`src/rtl/tpu_seq_pkg.sv`:
```
// tpu_seq_pkg -- shared definitions for the convolution sequencer.
//   data_t           : datapath word type
//   DEF_* localparams: default geometry and datapath latency
//   state_t          : sequencer FSM states
//   in_range()       : true when pos+off lies inside 0..dim-1
package tpu_seq_pkg;

   typedef logic [15:0] data_t;

   localparam int DEF_MATRIX_DIM = 16;
   localparam int DEF_CONV_DIM   = 3;
   localparam int DEF_PIPE_LAT   = 3;

   typedef enum logic [2:0] {
      IDLE,
      LOAD_K,
      LOAD_M,
      COMPUTE,
      DRAIN
   } state_t;

   function automatic logic in_range(input int pos, input int off, input int dim);
      return ((pos + off) >= 0) && ((pos + off) < dim);
   endfunction

endpackage

```
`src/rtl/tpu_seq_mask.sv`:
```
// conv_tap_mask -- combinational border mask for one window position.
//   row, col : window centre
//   tap_mask : bit k = tap k (row-major, tap 0 = top-left); 1 when the tap
//              lands inside the matrix, 0 when it must read zero padding
module conv_tap_mask
   import tpu_seq_pkg::*;
#(
   parameter int MATRIX_DIM = DEF_MATRIX_DIM,
   parameter int CONV_DIM   = DEF_CONV_DIM
)(
   input  logic [$clog2(MATRIX_DIM)-1:0]  row,
   input  logic [$clog2(MATRIX_DIM)-1:0]  col,
   output logic [CONV_DIM*CONV_DIM-1:0]   tap_mask
);

   localparam int NT = CONV_DIM * CONV_DIM;

   // Each tap is an independent range check on its fixed (row, col) offset.
   for (genvar k = 0; k < NT; k++) begin : g_tap
      localparam int DR = k / CONV_DIM - CONV_DIM / 2;
      localparam int DC = k % CONV_DIM - CONV_DIM / 2;
      assign tap_mask[k] = in_range(int'(row), DR, MATRIX_DIM) &&
                           in_range(int'(col), DC, MATRIX_DIM);
   end

endmodule

```
`src/rtl/tpu_seq.sv`:
```
// tpu_seq -- load/compute sequencer for a CONV_DIM x CONV_DIM convolution
// over a MATRIX_DIM x MATRIX_DIM matrix.
//   clk, rst                   : clock, async active-high reset
//   insert_kernel/insert_matrix: a word for that store is on the bus
//   ready                      : downstream accepts a new output position
//   kernel_we/addr, matrix_we/addr : store write strobes (combinational)
//   issue, win_row/col, tap_mask   : window start for the datapath
//   done, out_idx              : result strobe, PIPE_LAT cycles after issue
//   busy                       : FSM not idle
//   error                      : sticky protocol violation
module tpu_seq
   import tpu_seq_pkg::*;
#(
   parameter int MATRIX_DIM = DEF_MATRIX_DIM,
   parameter int CONV_DIM   = DEF_CONV_DIM,
   parameter int PIPE_LAT   = DEF_PIPE_LAT
)(
   input  logic                                   clk,
   input  logic                                   rst,
   input  logic                                   insert_kernel,
   input  logic                                   insert_matrix,
   input  logic                                   ready,
   output logic                                   kernel_we,
   output logic [$clog2(CONV_DIM*CONV_DIM)-1:0]   kernel_addr,
   output logic                                   matrix_we,
   output logic [$clog2(MATRIX_DIM*MATRIX_DIM)-1:0] matrix_addr,
   output logic                                   issue,
   output logic [$clog2(MATRIX_DIM)-1:0]          win_row,
   output logic [$clog2(MATRIX_DIM)-1:0]          win_col,
   output logic [CONV_DIM*CONV_DIM-1:0]           tap_mask,
   output logic                                   done,
   output logic [$clog2(MATRIX_DIM*MATRIX_DIM)-1:0] out_idx,
   output logic                                   busy,
   output logic                                   error
);

   localparam int KLEN = CONV_DIM * CONV_DIM;
   localparam int MLEN = MATRIX_DIM * MATRIX_DIM;
   localparam int KAW  = $clog2(KLEN);
   localparam int MAW  = $clog2(MLEN);
   localparam int PW   = $clog2(MATRIX_DIM);
   localparam int KCW  = $clog2(KLEN + 1);
   localparam int MCW  = $clog2(MLEN + 1);

   localparam logic [KCW-1:0] KLEN_C   = KCW'(KLEN);
   localparam logic [MCW-1:0] MLEN_C   = MCW'(MLEN);
   localparam logic [PW-1:0]  LAST_P   = PW'(MATRIX_DIM - 1);
   localparam logic [MAW-1:0] LAST_IDX = MAW'(MLEN - 1);
   localparam logic [MAW-1:0] MDIM_C   = MAW'(MATRIX_DIM);

   state_t               state;
   logic [KCW-1:0]       kcnt;
   logic [MCW-1:0]       mcnt;
   logic                 kernel_loaded, matrix_loaded;
   logic [PIPE_LAT:1]    vld_pipe;
   logic [PIPE_LAT:1][MAW-1:0] idx_pipe;
   logic [MAW-1:0]       cur_idx;
   logic [KLEN-1:0]      raw_mask;
   logic                 last_pos;

   // The first word of a load arrives on the IDLE cycle that starts the
   // load, so IDLE writes address 0 itself rather than losing that word.
   assign kernel_we   = (state == IDLE   && insert_kernel) ||
                        (state == LOAD_K && insert_kernel && kcnt < KLEN_C);
   assign matrix_we   = (state == IDLE   && insert_matrix && !insert_kernel) ||
                        (state == LOAD_M && insert_matrix && mcnt < MLEN_C);
   assign kernel_addr = kcnt[KAW-1:0];
   assign matrix_addr = mcnt[MAW-1:0];

   assign issue    = (state == COMPUTE) && ready;
   assign busy     = (state != IDLE);
   assign cur_idx  = MAW'(win_row) * MDIM_C + MAW'(win_col);
   assign last_pos = (win_row == LAST_P) && (win_col == LAST_P);
   assign done     = vld_pipe[PIPE_LAT];
   assign out_idx  = idx_pipe[PIPE_LAT];

   conv_tap_mask #(
      .MATRIX_DIM (MATRIX_DIM),
      .CONV_DIM   (CONV_DIM)
   ) u_mask (
      .row      (win_row),
      .col      (win_col),
      .tap_mask (raw_mask)
   );

   // Mask is only meaningful while windows are being issued; zero elsewhere
   // so an idle/reset block drives no stray taps.
   assign tap_mask = (state == COMPUTE) ? raw_mask : '0;

   always_ff @(posedge clk or posedge rst) begin
      if (rst) begin
         state         <= IDLE;
         kcnt          <= '0;
         mcnt          <= '0;
         kernel_loaded <= 1'b0;
         matrix_loaded <= 1'b0;
         error         <= 1'b0;
         win_row       <= '0;
         win_col       <= '0;
         vld_pipe      <= '0;
         idx_pipe      <= '0;
      end else begin
         vld_pipe[1] <= issue;
         idx_pipe[1] <= cur_idx;
         for (int i = 2; i <= PIPE_LAT; i++) begin
            vld_pipe[i] <= vld_pipe[i-1];
            idx_pipe[i] <= idx_pipe[i-1];
         end

         case (state)
            IDLE: begin
               if (insert_kernel) begin
                  state         <= LOAD_K;
                  kcnt          <= KCW'(1);
                  kernel_loaded <= 1'b0;
               end else if (insert_matrix) begin
                  state         <= LOAD_M;
                  mcnt          <= MCW'(1);
                  matrix_loaded <= 1'b0;
               end else if (kernel_loaded && matrix_loaded) begin
                  state <= COMPUTE;
               end
            end
            LOAD_K: begin
               if (insert_kernel) begin
                  // Excess words (e.g. a trailing hold cycle) are dropped.
                  if (kcnt < KLEN_C) kcnt <= kcnt + 1'b1;
               end else begin
                  if (kcnt == KLEN_C) begin
                     kernel_loaded <= 1'b1;
                  end else begin
                     kernel_loaded <= 1'b0;
                     error         <= 1'b1;
                  end
                  kcnt  <= '0;
                  state <= IDLE;
               end
            end
            LOAD_M: begin
               if (insert_matrix) begin
                  if (mcnt < MLEN_C) mcnt <= mcnt + 1'b1;
               end else begin
                  if (mcnt == MLEN_C) begin
                     matrix_loaded <= 1'b1;
                  end else begin
                     matrix_loaded <= 1'b0;
                     error         <= 1'b1;
                  end
                  mcnt  <= '0;
                  state <= IDLE;
               end
            end
            COMPUTE: begin
               if (insert_kernel || insert_matrix) error <= 1'b1;
               if (ready) begin
                  if (last_pos) begin
                     win_row <= '0;
                     win_col <= '0;
                     state   <= DRAIN;
                  end else if (win_col == LAST_P) begin
                     win_col <= '0;
                     win_row <= win_row + 1'b1;
                  end else begin
                     win_col <= win_col + 1'b1;
                  end
               end
            end
            DRAIN: begin
               if (insert_kernel || insert_matrix) error <= 1'b1;
               if (done && out_idx == LAST_IDX) begin
                  state         <= IDLE;
                  matrix_loaded <= 1'b0;
               end
            end
            default: state <= IDLE;
         endcase
      end
   end

endmodule
```
`config.mk`:
```
export PLATFORM = sky130hd
export DESIGN_NAME = tpu_seq
export DESIGN_NICKNAME = d
export VERILOG_FILES = /design/src/rtl/tpu_seq_pkg.sv /design/src/rtl/tpu_seq_mask.sv /design/src/rtl/tpu_seq.sv
export SDC_FILE = /design/constraint.sdc
export NUM_CORES = 1
export LEC_CHECK = 0
export CORE_MARGIN = 10
export CORE_UTILIZATION = 52
export DETAILED_ROUTE_END_ITERATION = 10
export HOLD_SLACK_MARGIN = 0.05
export PLACE_DENSITY = 0.8
export SYNTH_ARGS = -nofsm -noshare
export SYNTH_HDL_FRONTEND = slang
export SYNTH_SLANG_ARGS = --single-unit
export TNS_END_PERCENT = 100
```
`constraint.sdc`:
```
create_clock -name clk -period 2.2 [get_ports clk]
set_input_delay 0.44 -clock clk [delete_from_list [all_inputs] [get_ports clk]]
set_output_delay 0.44 -clock clk [all_outputs]
set_load 0.01 [all_outputs]
```
==> results of run 1 <==
-- timing repair --
| item | in CTS | in global routing |
|---|---|---|
| resized for setup | 15 | 11 |
| endpoints found under the setup margin | 13 | 6 |
| pin swaps | 1 | 1 |
| setup buffers | 7 | 5 |
| gates cloned | 0 | 0 |
-- worst paths after layout --
| kind | end | slack, ns | cells after the start |
|---|---|---|---|
| min | out_idx[6] | 0.35 | 0 |
| max | tap_mask[6] | 0.07 | 7 |
| max in group asynchronous | vld_pipe[2] | 1.26 | 3 |
| max reg2reg | state[0] | 0.28 | 6 |
| min reg2reg | out_idx[6] | 0.35 | 0 |
| min in group asynchronous | win_row[0] | 0.42 | 2 |
-- metal layers --
metal	global-route usage (%)	wire (µm)
met1	17.5	2540
met2	23.0	2880
met3	3.74	330
met4	5.93	114
met5	0	0
-- sequential cells by signal, indices dropped and copies added (netlist names) --
signal and cells:
vld_pipe 3, win_row 4, win_col 4, idx_pipe 16, mcnt 9, kernel_loaded 1, kernel_addr 4, matrix_loaded 1
error 1, out_idx 8, state 3
-- layout make-up --
| class | count | area (µm²) | area share (%) |
|---|---|---|---|
| clock inverter | 3 | 25.0 | 0.762 |
| timing repair buffer | 81 | 726 | 22.1 |
| multi-input combinational | 146 | 967 | 29.4 |
| inverter | 17 | 63.8 | 1.94 |
| clock buffer | 5 | 68.8 | 2.09 |
| sequential | 54 | 1350 | 41.1 |
| tap | 67 | 83.8 | 2.55 |
-- cell usage after synthesis, types with 2 or more instances --
| cell | count |
|---|---|
| dfrtp_1 | 54 |
| nand2_1 | 20 |
| buf_4 | 17 |
| inv_1 | 17 |
| o21ai_0 | 17 |
| nor2_1 | 13 |
| a21oi_1 | 12 |
| ha_1 | 9 |
| nand3_1 | 7 |
| and3_1 | 5 |
| a31oi_1 | 4 |
| buf_2 | 4 |
| clkbuf_1 | 4 |
| nor3_1 | 4 |
| a211oi_1 | 3 |
| mux2i_1 | 3 |
| nand4_1 | 3 |
| o31ai_1 | 3 |
| or3_1 | 3 |
| xor2_1 | 3 |
| and2_1 | 2 |
| mux2_1 | 2 |
| nor4_1 | 2 |
| o2111ai_1 | 2 |
| o211ai_1 | 2 |
| o41ai_1 | 2 |
| xnor2_1 | 2 |
-- metrics by stage --
| stage | hold slack, ns | area, µm² | TNS, ns | power, mW |
|---|---|---|---|---|
| finish | 0.355 | 3290 | 0 | 3.55 |
| global route | 0.362 | 3290 | -0.0339 | 3.80 |
| CTS | 0.356 | 3250 | 0 | 3.51 |
| detailed placement | 0.336 | 3110 | -0.0350 | 2.94 |
| global placement | 0.332 | 3110 | 0 | 2.89 |
| floorplan | 0.331 | 2530 | 0 | 2.25 |
-- cell families (layout without fill, tap and decap cells) --
group	count (synthesis)	in the layout
mux	5	5
fa+ha+maj	9	9
flops	54	54
simple gates	70	70
xor+xnor	5	5
compound gates	57	57
buf+inv	42	106
-- power breakdown --
group          leakage (nW)  switching, mW  total (mW)  internal (mW)
Sequential            0.673          0.181        1.41           1.23
Clock                0.0447          0.331       0.561          0.230
Combinational         0.786          0.795        1.58          0.787
Total                  1.50           1.31        3.55           2.24
-- critical path, delay by kind of cell (launching register included) --
family / cells / cell delay [ns]
AND/OR/NAND/NOR: 1 / 0.09
buffers and inverters: 3 / 0.47
AO/OA/AOI/OAI: 2 / 0.20
flip-flops: 1 / 0.42
adder cells (fa/ha/maj): 1 / 0.20
==> impl_metrics.toml, run 1 <==
[outcome]
outcome = "finished, final reports clean"

[floorplanning]
fp.dieH_um = 89.8
initial_core_util_pct = 53.6
rows = 25
dieArea_mm2 = 0.00806
die_w_um = 89.8
num_io_pins = 48
core_mm2 = 0.00472

[timing]
fin_crit_ns = 2.13
tightest_slew_ns = 0.680
final-setup-viol-count = 0
finalCritPeriodShare_pct = 96.7
max_slew_margin_pct = 54.0
slew_viol_final = 0
timing_hold_violations_final = 0
setup_slack_ns = 0.0725
skew_ns = 0.00771
max_freq_ghz = 0.470

[clock_tree]
cts-root-buf = "clkbuf_8"
tritoncts = "yes"
cts.path.max_buffers = 2
clk_latency_ns = 0.31
h-tree-depth = 2
cts_made_buffers = 5
path_clk_slew_ns = 0.10
clock-sinks = 54
cts_hold_buf = 0

[worst_setup_path]
cp.required_ns = 1.76
crit_fanout = 3
critPathLaunchType = "flop"
timing.rr.start = "win_col[0]"
arrival_ns = 1.69
path_cells = "inv_2 -> ha_1 -> a21oi_2 -> o31ai_2 -> buf_4 -> nor2_1 -> clkdlybuf4s15_1"
critPathKind = "reg -> out"
worstSetupStartpoint = "win_col[0]"
max_stage_delay_ns = 0.42
crit_path_top_delay_cell = "dfrtp_1"
crit_path_end_kind = "output pin"

[run]
cap_violations = 0

[detailed_routing]
drt-wirelength-per-cell_um = 15.7
finalWirelength_um = 5860
drt-pass1-iter-count = 5
final_antenna_net_count = 0
route.detailed.drc = 0
drt_first_iter_violations = 141
viasPerCell = 5.43
vias = 2026

[power_and_ir_drop]
power.density_mw_per_mm2 = 1080
ir_drop_v = 0.000743
p_leak_nw = 1.50

[placement]
dp_cells = 353
globalplace.congestion = 0.862
hpwlAfterDp_um = 4170
numPortBuffers = 47
post-place-ws_ns = -0.0350

[final_layout]
fillers = 349
diodes = 0
nets = 319
drive_gt1_share_pct = 18.3
layout_common_cells = "54 x dfrtp_1, 35 x clkdlybuf4s50_1, 32 x buf_4"
utilization_pct = 69.6
area_delta_synth_final_pct = 29.8
final_common_cell = "dfrtp_1"
instances_no_fill = 373

[grt]
grt_pass1_wl_um = 9760
grt_usage_pct = 14.2
grt_remaining_overflow = 0
grt_max_degree = 39
antenna_found_initial = 0
first_global_vias = 2024

[yosys]
synth-main-ff-cell = "dfrtp_1"
synth_compound_area_share_pct = 14.6
syn_area_mm2 = 0.00253
yosys-mux-area-fraction_pct = 2.08
synth_top_cells_by_area = "dfrtp_1 53%, buf_4 5.0%, ha_1 4.4%, o21ai_0 3.4%, nand2_1 3.0%"
synth_nets = 256
synth_top_family_by_area = "simple AND/OR/NAND/NOR gates"
yosys_warnings = 0
synth-simple-area-share_pct = 14.8
synth_edf_count = 0
synth-seq-cells = 54
yosys.area_share.adder_pct = 4.45
syn_avg_cell_area_um2 = 10.5
synth_largest_area_cell = "dfrtp_1"
async_reset_ff_share_pct = 100
netlist.area_leader.share_pct = 53.4
ys_seq_area_share_pct = 53.4
synthDistinctLibCells = 50
synthXorXnorAreaFrac_pct = 1.73
synthCells = 242

[worst_hold_path]
hp-start = "idx_pipe[14]"
min-delay-path-class = "reg -> reg"
(Power assumes the default switching activity.)
==> inputs of run 2 (changes only) <==
--- a/config.mk
+++ b/config.mk
@@ -5,7 +5,7 @@
 export SDC_FILE = /design/constraint.sdc
 export NUM_CORES = 1
 export LEC_CHECK = 0
-export CORE_MARGIN = 10
+export CORE_MARGIN = 3
 export CORE_UTILIZATION = 52
 export DETAILED_ROUTE_END_ITERATION = 10
 export HOLD_SLACK_MARGIN = 0.05
==> run 2 against run 1 <==
Wire length shrank 8.8%. Flip-flop and latch count stayed put. Highest routed layer unchanged. Non-clock buffer count grew 1. Via count hardly changed. Register-to-register slack got worse by 0.06 ns. Hold slack about the same. Fmax rose by 1.1%. Critical path depth down 3. Core utilization grew 2.8 points. Sequential share of layout area rose by 0.069 points. Combinational power hardly changed. Largest power group unchanged.
==> impl_metrics.toml, run 2 (same netlist as run 1, synthesis figures left out) <==
[detailed_routing]
drt-pass1-iter-count = 4
route.detailed.drc = 0
drt_first_iter_violations = 105
final_antenna_net_count = 0
finalWirelength_um = 5340
drt-wirelength-per-cell_um = 14.4
vias = 2024
viasPerCell = 5.44

[final_layout]
diodes = 0
top_register = "idx_pipe"
final_common_cell = "dfrtp_1"
fillers = 321
largest_reg_flops = 16
area_delta_synth_final_pct = 29.7
utilization_pct = 72.4
layout_common_cells = "53 x dfrtp_1, 35 x clkdlybuf4s50_1, 34 x buf_4"
nets = 320
instances_no_fill = 372
drive_gt1_share_pct = 20.5

[floorplanning]
fp.dieH_um = 75.8
core_mm2 = 0.00453
rows = 24
initial_core_util_pct = 55.8
num_io_pins = 48
die_w_um = 75.8
dieArea_mm2 = 0.00574

[worst_hold_path]
min-delay-path-class = "reg -> reg"

[clock_tree]
clk_latency_ns = 0.31
tritoncts = "yes"
cts-root-buf = "clkbuf_8"
h-tree-depth = 2
clock-sinks = 54
cts.path.max_buffers = 2
cts_made_buffers = 5
path_clk_slew_ns = 0.09
cts_hold_buf = 0

[worst_setup_path]
cpMostUsedCell = "buf_4"
crit_path_end_kind = "output pin"
cp.required_ns = 1.76
reg2reg_slack_ns = 0.22
crit_path_top_delay_cell = "dfrtp_1"
critPathLaunchType = "flop"
max_stage_delay_ns = 0.41
arrival_ns = 1.66
path_cells = "buf_4 -> buf_4 -> or3_4 -> dlygate4sd2_1"
critPathKind = "reg -> out"
crit_fanout = 5

[timing]
setup_slack_ns = 0.0966
fin_setup_tns_ns = 0
slew_viol_final = 0
fin_crit_ns = 2.10
final-setup-viol-count = 0
finalCritPeriodShare_pct = 95.6
max_slew_margin_pct = 58.9
max_freq_ghz = 0.475
rsz0062_at_grt = "false"
skew_ns = 0.00656
timing_hold_violations_final = 0
tightest_slew_ns = 0.609

[placement]
hpwlAfterDp_um = 3600
post-place-ws_ns = 0.00146
globalplace.congestion = 0.862
numPortBuffers = 47
dp_cells = 353

[power_and_ir_drop]
ir_drop_v = 0.000563
p_total_mw = 3.54
p_clk_share_pct = 15.5
power.density_mw_per_mm2 = 1080
switchingPower_mw = 1.29
pwr-share-seq_pct = 39.6
p_sw_share_pct = 36.5
p_leak_nw = 1.51
internal_power_mw = 2.25
share_comb_of_total_power_pct = 44.9

[grt]
antenna_found_initial = 0
grt_max_degree = 55
first_global_vias = 1914
grt_pass1_wl_um = 8800
grt_usage_pct = 20.5
grt_remaining_overflow = 0

[run]
cap_violations = 0

[outcome]
outcome = "finished, final reports clean"
## run 2: cell types whose count changed in the layout (fill, tap and decap cells not counted), sizes merged
cell           previous run  this run
buf                      34        36
clkbuf                    8         9
clkdlybuf4s15             1         0
clkinv                    1         2
dlygate4sd2               8         6
dlymetal6s2s              0         1
inv                      18        17
## run 2: per-stage QoR
step           cell area (µm²)  hold WS, ns
2_1_floorplan             2530        0.331
3_3_place_gp              3110        0.331
3_5_place_dp              3110        0.335
4_1_cts                   3280        0.357
5_1_grt                   3280        0.365
6_report                  3280        0.355
## run 2: cell type report
type	instances	area [µm²]	share of cell area, %
timing repair buffer	82	716	21.8
sequential	54	1350	41.2
multi-input combinational	146	980	29.8
inverter	17	63.8	1.94
clock inverter	3	21.3	0.648
tap	65	81.3	2.48
clock buffer	5	68.8	2.10
## run 2: power by group through the flow
| stage | sequential, mW | combinational, mW | clock (mW) |
|---|---|---|---|
| 4_1_cts | 1.40 | 1.55 | 0.559 |
| 6_report | 1.40 | 1.59 | 0.548 |
| 3_3_place_gp | 1.41 | 1.44 | 0 |
| 3_5_place_dp | 1.42 | 1.47 | 0 |
| 2_1_floorplan | 1.40 | 0.841 | 0 |
| 5_1_grt | 1.43 | 1.73 | 0.607 |
## run 2: critical path, delay by kind of cell, from the launching register on
kind | cells | cell delay (ns)
buf+inv | 3 | 0.58
flops | 1 | 0.41
simple gates | 1 | 0.36
## run 2: metal layers
layer,track usage [%],share of wire [%],vias to the layer above
met5,0,0,-
met4,6.99,1.5,0
met2,33.8,50,63
met3,5.15,4.8,8
met1,26.4,44,990
li1,-,-,963
## run 2: final timing paths
| path | to | cells after the start | from |
|---|---|---|---|
| setup / recovery | busy | 4 | state[1] |
| setup reg to reg | state[0] | 6 | win_col[0] |
| min in group asynchronous | out_idx[1] | 3 | rst |
| max in group asynchronous | win_row[0] | 3 | rst |
| hold reg to reg | out_idx[1] | 0 | idx_pipe[9] |
| hold / removal | out_idx[1] | 0 | idx_pipe[9] |
## run 2: repair_timing
action | 4_1_cts | 5_1_grt
setup buffers | 10 | 1
pin swaps | 2 | 1
resized for setup | 19 | 14
endpoints found under the setup margin | 13 | 7
==> inputs of run 3 (changes only) <==
--- a/config.mk
+++ b/config.mk
@@ -8,7 +8,7 @@
 export CORE_MARGIN = 3
 export CORE_UTILIZATION = 52
 export DETAILED_ROUTE_END_ITERATION = 10
-export HOLD_SLACK_MARGIN = 0.05
+export HOLD_SLACK_MARGIN = 0.15
 export PLACE_DENSITY = 0.8
 export SYNTH_ARGS = -nofsm -noshare
 export SYNTH_HDL_FRONTEND = slang
==> results of run 3 <==
Final layout, timing and power as in run 2 (identical DEF).
